$ cat src/rtl/sqrt_unit_if.sv
// sqrt_unit_if
//   Handshake bundle for the square-root unit.
//   in_valid  : single-cycle strobe qualifying in_data (from the divider's out_valid)
//   in_data   : radicand, Q10.10 unsigned (20 bits)
//   in_ready  : high while the unit can accept a new radicand
//   out_valid : one-cycle pulse qualifying out_data
//   out_data  : root, Q5.10 unsigned (15 bits), truncated
//
// Handshake: a radicand is transferred on a rising edge where in_valid and
// in_ready are both high; in_valid while in_ready is low is ignored and has
// no effect. out_valid is a pulse with no back-pressure; the consumer must
// take out_data in that cycle (out_data also holds until the next result).
//
// Modports: master = producer/consumer side (bench or divider glue),
//           slave  = the square-root unit.
interface sqrt_unit_if;
  logic        in_valid;
  logic [19:0] in_data;
  logic        in_ready;
  logic        out_valid;
  logic [14:0] out_data;

  modport master (
    output in_valid,
    output in_data,
    input  in_ready,
    input  out_valid,
    input  out_data
  );

  modport slave (
    input  in_valid,
    input  in_data,
    output in_ready,
    output out_valid,
    output out_data
  );
endinterface

$ cat src/rtl/sqrt_unit.sv
// sqrt_unit
//   Bit-serial restoring square root. Computes the largest R (Q5.10) such
//   that R*R <= in_data * 2^10, deciding one root bit per cycle, MSB first.
//
// Ports
//   clk       : clock, all logic on the rising edge
//   rst_n     : synchronous, active-low reset
//   bus       : sqrt_unit_if.slave (in_valid/in_data/in_ready/out_valid/out_data)
//   dbg_state : current FSM state (0 = IDLE, 1 = CALC, 2 = DONE)
//
// Configuration macro
//   SQRT_EARLY_EXIT_EN : when defined, a CALC cycle whose trial square equals
//                        the radicand exactly finishes immediately. The root
//                        value is the same either way; only latency changes.
//                        When undefined, all 15 CALC cycles always run
//                        (in_valid cycle 0, out_valid cycle 16).
module sqrt_unit (
  input  logic        clk,
  input  logic        rst_n,
  sqrt_unit_if.slave  bus,
  output logic [1:0]  dbg_state
);

  typedef enum logic [1:0] {
    IDLE = 2'd0,
    CALC = 2'd1,
    DONE = 2'd2
  } state_t;

  state_t      state_q;
  state_t      state_d;

  // Radicand scaled by 2^10 so that a Q5.10 root squared (Q10.20) compares
  // directly against it as plain 30-bit integers.
  logic [29:0] radicand_q;
  logic [14:0] root_q;
  logic [3:0]  idx_q;
  logic [14:0] out_data_q;

  // Per-cycle trial values
  logic [14:0] guess;
  logic [29:0] guess_sq;
  logic        take;
  logic        exact;
  logic        last_bit;
  logic        finish;
  logic [14:0] root_next;

  // ---------------------------------------------------------------------------
  // Trial bit evaluation
  // ---------------------------------------------------------------------------
  always_comb begin
    guess     = root_q | (15'd1 << idx_q);
    // Both operands zero-extended to 30 bits: a 15x15 product never overflows.
    guess_sq  = {15'd0, guess} * {15'd0, guess};
    take      = (guess_sq <= radicand_q);
    root_next = take ? guess : root_q;
    last_bit  = (idx_q == 4'd0);
`ifdef SQRT_EARLY_EXIT_EN
    // An exact square means every lower bit would be rejected anyway, so the
    // current root_next is already the final answer.
    exact     = (guess_sq == radicand_q);
`else
    exact     = 1'b0;
`endif
    finish    = last_bit || exact;
  end

  // ---------------------------------------------------------------------------
  // FSM: state register
  // ---------------------------------------------------------------------------
  always_ff @(posedge clk) begin
    if (!rst_n) begin
      state_q <= IDLE;
    end else begin
      state_q <= state_d;
    end
  end

  // ---------------------------------------------------------------------------
  // FSM: next state
  // ---------------------------------------------------------------------------
  always_comb begin
    state_d = state_q;
    case (state_q)
      IDLE: begin
        if (bus.in_valid) begin
          state_d = CALC;
        end
      end
      CALC: begin
        if (finish) begin
          state_d = DONE;
        end
      end
      DONE: begin
        state_d = IDLE;
      end
      default: begin
        state_d = IDLE;
      end
    endcase
  end

  // ---------------------------------------------------------------------------
  // Datapath registers
  // ---------------------------------------------------------------------------
  always_ff @(posedge clk) begin
    if (!rst_n) begin
      radicand_q <= 30'd0;
      root_q     <= 15'd0;
      idx_q      <= 4'd14;
      out_data_q <= 15'd0;
    end else begin
      case (state_q)
        IDLE: begin
          if (bus.in_valid) begin
            radicand_q <= {bus.in_data, 10'd0};
            root_q     <= 15'd0;
            idx_q      <= 4'd14;
          end
        end
        CALC: begin
          root_q <= root_next;
          if (finish) begin
            // Result register only moves on the way into DONE.
            out_data_q <= root_next;
          end else begin
            idx_q <= idx_q - 4'd1;
          end
        end
        default: begin
          // DONE: hold everything; IDLE reloads on the next accept.
        end
      endcase
    end
  end

  // ---------------------------------------------------------------------------
  // Outputs (Moore: decoded from state only)
  // ---------------------------------------------------------------------------
  assign bus.in_ready  = (state_q == IDLE);
  assign bus.out_valid = (state_q == DONE);
  assign bus.out_data  = out_data_q;
  assign dbg_state     = state_q;

endmodule

$ cat src/flat_wrapper.sv
// flat-port wrapper written by rule: the top's interface ports become plain ports
module sqrt_unit_flat 
  (clk, rst_n, dbg_state, bus_in_valid, bus_in_data, bus_in_ready, bus_out_valid, bus_out_data);
  sqrt_unit_if bus_i ();
  input  logic clk;
  input  logic rst_n;
  output logic [1:0] dbg_state;
  input wire logic [$bits(bus_i.in_valid)-1:0] bus_in_valid;
  input wire logic [$bits(bus_i.in_data)-1:0] bus_in_data;
  output wire logic [$bits(bus_i.in_ready)-1:0] bus_in_ready;
  output wire logic [$bits(bus_i.out_valid)-1:0] bus_out_valid;
  output wire logic [$bits(bus_i.out_data)-1:0] bus_out_data;
  assign bus_i.in_valid = bus_in_valid;
  assign bus_i.in_data = bus_in_data;
  assign bus_in_ready = bus_i.in_ready;
  assign bus_out_valid = bus_i.out_valid;
  assign bus_out_data = bus_i.out_data;
  sqrt_unit u_core (.clk(clk), .rst_n(rst_n), .bus(bus_i), .dbg_state(dbg_state));
endmodule
$ cat config.mk
export PLATFORM = sky130hd
export DESIGN_NAME = sqrt_unit_flat
export DESIGN_NICKNAME = d
export VERILOG_FILES = /design/src/rtl/sqrt_unit_if.sv /design/src/rtl/sqrt_unit.sv /design/src/flat_wrapper.sv
export SDC_FILE = /design/constraint.sdc
export NUM_CORES = 1
export LEC_CHECK = 0
export ABC_AREA = 1
export CORE_ASPECT_RATIO = 1.4
export CORE_MARGIN = 5
export CORE_UTILIZATION = 45
export CTS_BUF_LIST = sky130_fd_sc_hd__clkbuf_8
export CTS_CLUSTER_DIAMETER = 40
export DETAILED_ROUTE_END_ITERATION = 7
export SLEW_MARGIN = 20
export SYNTH_ARGS = -nofsm -noshare
export SYNTH_HDL_FRONTEND = slang
export SYNTH_SLANG_ARGS = --single-unit
$ cat constraint.sdc
create_clock -name clk -period 9.24 [get_ports clk]
set_clock_uncertainty 0.15 [all_clocks]
set_input_delay 0.924 -clock clk [delete_from_list [all_inputs] [get_ports clk]]
set_output_delay 0.924 -clock clk [all_outputs]
set_load 0.02 [all_outputs]
[Yosys cells after proc, flatten, opt, wreduce, memory -nomap -nowiden]
Index checks and enable logic that the tools add are counted.
Operators by class
  shift-type cells: 1
  div/mod/pow operators: 0
  reduce and logical (&&, ||, !) cells: 8
  magnitude comparators: 1
  add/sub/neg operators: 1
  eq/ne operators: 5
  multiplexer cells: 9
  multiply operators: 1
  bitwise logic cells: 1
Operator list (number)
  30-bit less-or-equal comparator: 1
  15-bit by 15-bit multiplier with 30-bit output: 1
  15-bit two-way mux: 2
  15-bit one-hot mux with 2 select lines: 1
  15-bit bitwise OR: 1
  1-bit by 4-bit << shifter with 15-bit output, first input constant: 1
  4-bit two-way mux: 2
  4-bit one-hot mux with 2 select lines: 1
  2-bit AND reduction: 4
  4-bit zero test: 1
  2-bit two-way mux: 2
  2-bit inequality test, second input constant: 2
  2-bit one-hot mux with 2 select lines: 1
  4-bit by 1-bit subtractor with 4-bit output, second input constant: 1
  3-bit AND reduction: 1
  2-bit by 1-bit equality test with 1-bit output, second input constant: 1
  2-bit equality test, second input constant: 1
  2-bit zero test: 1
  2-bit by 1-bit inequality test with 1-bit output, second input constant: 1
  2-bit nonzero test: 1
Word-level totals
  output and inout port bits: 19
  flip-flop bits (word level): 56
  word-level logic and storage cells: 32
  input port bits: 23
  bits in latches: 0
  ROM bits: 0
  bits in writable memories: 0
  memories kept: 0

[Longest topological paths before layout]
  depth after elaboration: 6
  gate-level depth with buffers: 44
  mapped depth without buffers: 42

[Worst setup path before layout]
Ideal clock, no wire load.
  kind: flip-flop to flip-flop
  start point: register u_core.idx_q[1]
  end point: register u_core.out_data_q[0] (netlist: u_core.bus.out_data[0])
  setup time: 113 ps
  cell stages (with the launch flop): 35
  required time: 8977 ps
  clock period less this slack: 7458 ps
  buffers on the path: 2
  arrival: 7195 ps
  slack: 1782 ps
  path through: dfxtp_1 -> inv_1 -> ha_1 -> inv_1 -> o21ai_1 -> clkbuf_1 -> nand2_1 -> inv_1 -> fa_1 -> fa_1 -> fa_1 -> fa_1 -> fa_1 -> inv_1 -> fa_1 -> inv_1 -> ha_1 -> a21oi_1 -> o21ai_0 -> a21oi_1 -> o21ai_0 -> nand3_1 -> nand2_1 -> xor2_1 -> ha_1 -> nand2_1 -> nor2_1 -> nand2_1 -> inv_1 -> nand4_1 -> nand3_1 -> buf_2 -> nand3_1 -> o21ai_1 -> inv_1
Between the ends
  longest elaborated chain between the ends: 5
  elaborated cells on any way between the ends: 7
  classes of those cells: 1 x mul; 1 x order compare; 1 x shift; 1 x mux; 1 x bitwise; 2 x reduce/logical
Ends and longest elaborated chain
  start, declared: line sqrt_unit.sv:37  | logic [3:0] idx_q;
  start signal, assigned: line sqrt_unit.sv:129  | idx_q <= idx_q - 4'd1;
  1-bit by 4-bit << shifter with 15-bit output: line sqrt_unit.sv:53  | guess = root_q | (15'd1 << idx_q);
  15-bit bitwise OR: line sqrt_unit.sv:53
  15-bit by 15-bit multiplier with 30-bit output: line sqrt_unit.sv:55  | guess_sq = {15'd0, guess} * {15'd0, guess};
  30-bit less-or-equal comparator: line sqrt_unit.sv:56  | take = (guess_sq <= radicand_q);
  15-bit two-way mux: line sqrt_unit.sv:57  | root_next = take ? guess : root_q;
  end signal, assigned: line sqrt_unit.sv:127  | out_data_q <= root_next;
  end, declared: line sqrt_unit.sv:38  | logic [14:0] out_data_q;
Several ways; a longest one is shown, not always the timed one.
A chain may end at the register's enable or synchronous reset.

[Worst setup path after layout]
  start point: register u_core.idx_q[0]
  end point: register u_core.out_data_q[1] (netlist: u_core.bus.out_data[1])
Same word-level chain as after synthesis.

==> impl_metrics.toml <==
[placed_design]
gp_congestion = 0.8953
dpl.hpwl_mm = 18.23
portBuffers = 41

[drt]
drc = 0
routed_wl_mm = 22.15
viasPerCell = 4.978
drtIter0Drc = 253
wl_per_cell_um = 14.99
drt_first_pass_iters = 5
vias = 7352
drtAntennaViolNets = 0

[die]
start_util_pct = 45.36
dieArea_um2 = 23490
fp.dieH_um = 179.4
die_w_um = 131.0
core-area_um2 = 20320
fp-row-count = 62
io-pin-count = 42

[finish]
multi_input_area_um2 = 6759
num-fill-cells = 2070
drive_gt1_share_pct = 4.177
diodes = 0
seq_area_um2 = 1121
nNetsFinal = 1494
syn2layout_area_growth_pct = 8.876

[synth]
synth_flop_cell = "dfxtp_1"
postSynthNetCount = 1461
synth_edf_count = 0
synth_area_leaders = "fa_1, ha_1, inv_1"
ys_top_cells_by_count = "inv_1, nand2_1, fa_1"
synth.most_common_cell = "inv_1"
async_reset_ff_share_pct = 0
synth.cell_area_um2 = 9219
synth_cells = 1187
post-synth-top-area-cell = "fa_1"
synth-warning-count = 0
ys_ff_latch = 56
yosys.cell_types.count = 37
synth.avg_cell_area_um2 = 7.767
yosysSeqAreaShare_pct = 12.16
post-synth-top-area-fraction_pct = 30.18

[critical_path]
crit_type = "flop to flop"
end_kind = "flop"
worstPathMaxFanout = 15
r2r-end = "u_core.bus.out_data[1]"
r2r_slack_ps = 730
worstReg2RegStart = "u_core.idx_q[0]"
worst_path_largest_cell_delay_ps = 560
worstPathArrival_ps = 8600
cp_data_required_time_ps = 9330
rr_worst_depth = 39
cp_common_cell = "inv_1"
start_kind = "flop"
cp_slowest_cell = "fa_1"

[clock_tree]
clkSinkCount = 56
clk_pin_slew_worst_paths_ps = 100
cts_made_buffers = 5
cts_buffer_depth = 2
root_buffer = "clkbuf_8"
clk-insertion-delay-late_ps = 320
cts_tree = "yes"
cts_htree_levels = 2

[timing]
fmax_mhz = 117.5
relSlewSlack_pct = 46.76
slew_violations = 0
post-route-period-util_pct = 92.10
setup_tns_ps = 0
tightest_slew_ps = 795.7
setup_viol = 0
rsz0062_at_grt = "false"
hold_viol = 0
fin_worst_hold_slack_ps = 313.5
finalCriticalPeriod_ps = 8510

[power]
vdd_drop_max_v = 0.00008874
cellPowerDensity_nw_per_um2 = 52.92
total_power_mw = 0.5312
leakage_nw = 5.758

[min_path]
hold_end = "u_core.root_q[1]"
hold_start = "u_core.root_q[1]"
hold_path_depth = 2
hp-class = "flop to flop"

[global_route]
grt_max_degree = 42
grt_usage_pct = 20.03
grt_first_pass_wirelength_mm = 37.52
antenna_found_initial = 0
grt_pass1_vias = 7672
grt_overflow = 0

[job]
maxCapViolations = 0

[outcome]
status = "completed"
[worst max-delay path, delay by kind of cell (launching register included)]
kind / cells / cell delay, ps
adders and majority gates: 9 / 4020
AOI/OAI and AO/OA: 6 / 1370
and+or+nand+nor: 12 / 1300
buffers and inverters: 11 / 1010
DFF: 1 / 420
xor gates and xnor gates: 1 / 170
[placed cells by master (no fill, tap or decap), drive strengths merged, types with 2 or more instances in the layout]
cell	n
a21oi	96
nand4	6
fa	139
a21o	9
nand3	35
xnor2	11
clkdlybuf4s50	41
o211ai	2
nor3	4
nand2	220
o21ai	60
nor2	52
a31oi	4
o221ai	2
nor4	2
dfxtp	56
buf	16
inv	325
ha	112
clkbuf	5
xor2	16
[kinds of logic after synthesis]
family / share of synthesized area (%)
AO/OA/AOI/OAI: 10.41
multiplexers: 0.1221
AND/OR/NAND/NOR: 14.78
buffers and inverters: 14.58
adder cells (fa/ha/maj): 45.39
flip-flops: 12.16
XOR/XNOR: 2.565
[stage by stage]
step | instance area [um^2] | util [%] | setup slack (ps) | std cells
2_1_floorplan | 9219 | - | 1782 | 1187
3_3_place_gp | 9920 | 48.81 | 699.3 | 1466
3_5_place_dp | 9922 | 48.82 | 631.5 | 1466
4_1_cts | 10010 | 49.24 | 574.1 | 1474
5_1_grt | 10040 | 49.38 | 25.18 | 1477
6_report | 10040 | 49.38 | 729.7 | 1477
[area by class of cell]
type,count,share of cell area (%)
inverters,324,12.15
clock inverters,3,0.1745
multi-input cells,776,67.34
flip-flops and latches,56,11.17
repair buffers,57,5.285
well taps,256,3.191
clock buffers,5,0.6856
[how the worst max path moves through the flow]
stage	endpoint	cells after the start	slack [ps]	start
floorplan	u_core.bus.out_data[0]	34	1780	u_core.idx_q[1]
global placement	u_core.bus.out_data[4]	38	700	u_core.idx_q[0]
detailed placement	u_core.bus.out_data[4]	38	630	u_core.idx_q[0]
CTS	u_core.bus.out_data[1]	38	570	u_core.idx_q[0]
global route	u_core.bus.out_data[1]	39	30	u_core.idx_q[0]
finish	u_core.bus.out_data[1]	39	730	u_core.idx_q[0]
[per-layer routing]
metal | vias to the layer above | global-route usage [%] | part of all wire [%]
met4 | 0 | 5.961 | 2.8
met5 | - | 0 | 0
met1 | 3507 | 26.06 | 44
met3 | 43 | 1.394 | 2.4
li1 | 3653 | - | -
met2 | 149 | 35.47 | 51
[timing repair]
action / in CTS / in global routing
resized for setup: 0 / 1
endpoints found under the setup margin: 0 / 20
setup buffers: 0 / 3
hold buffers: 0 / 0
[power breakdown]
part           leakage, nW  internal [mW]  switching, mW
clock network       0.0497         0.0532         0.0797
logic                 5.25         0.0561         0.0882
registers            0.457          0.250        0.00367
total                 5.76          0.360          0.172
[sequential cells by signal (all words and copies together), names as in the netlist]
signal	cells
u_core.radicand_q	20
u_core.bus.out_data	15
u_core.root_q	15
u_core.idx_q	4
u_core.dbg_state	2
Power figures use the tool's default switching activity.
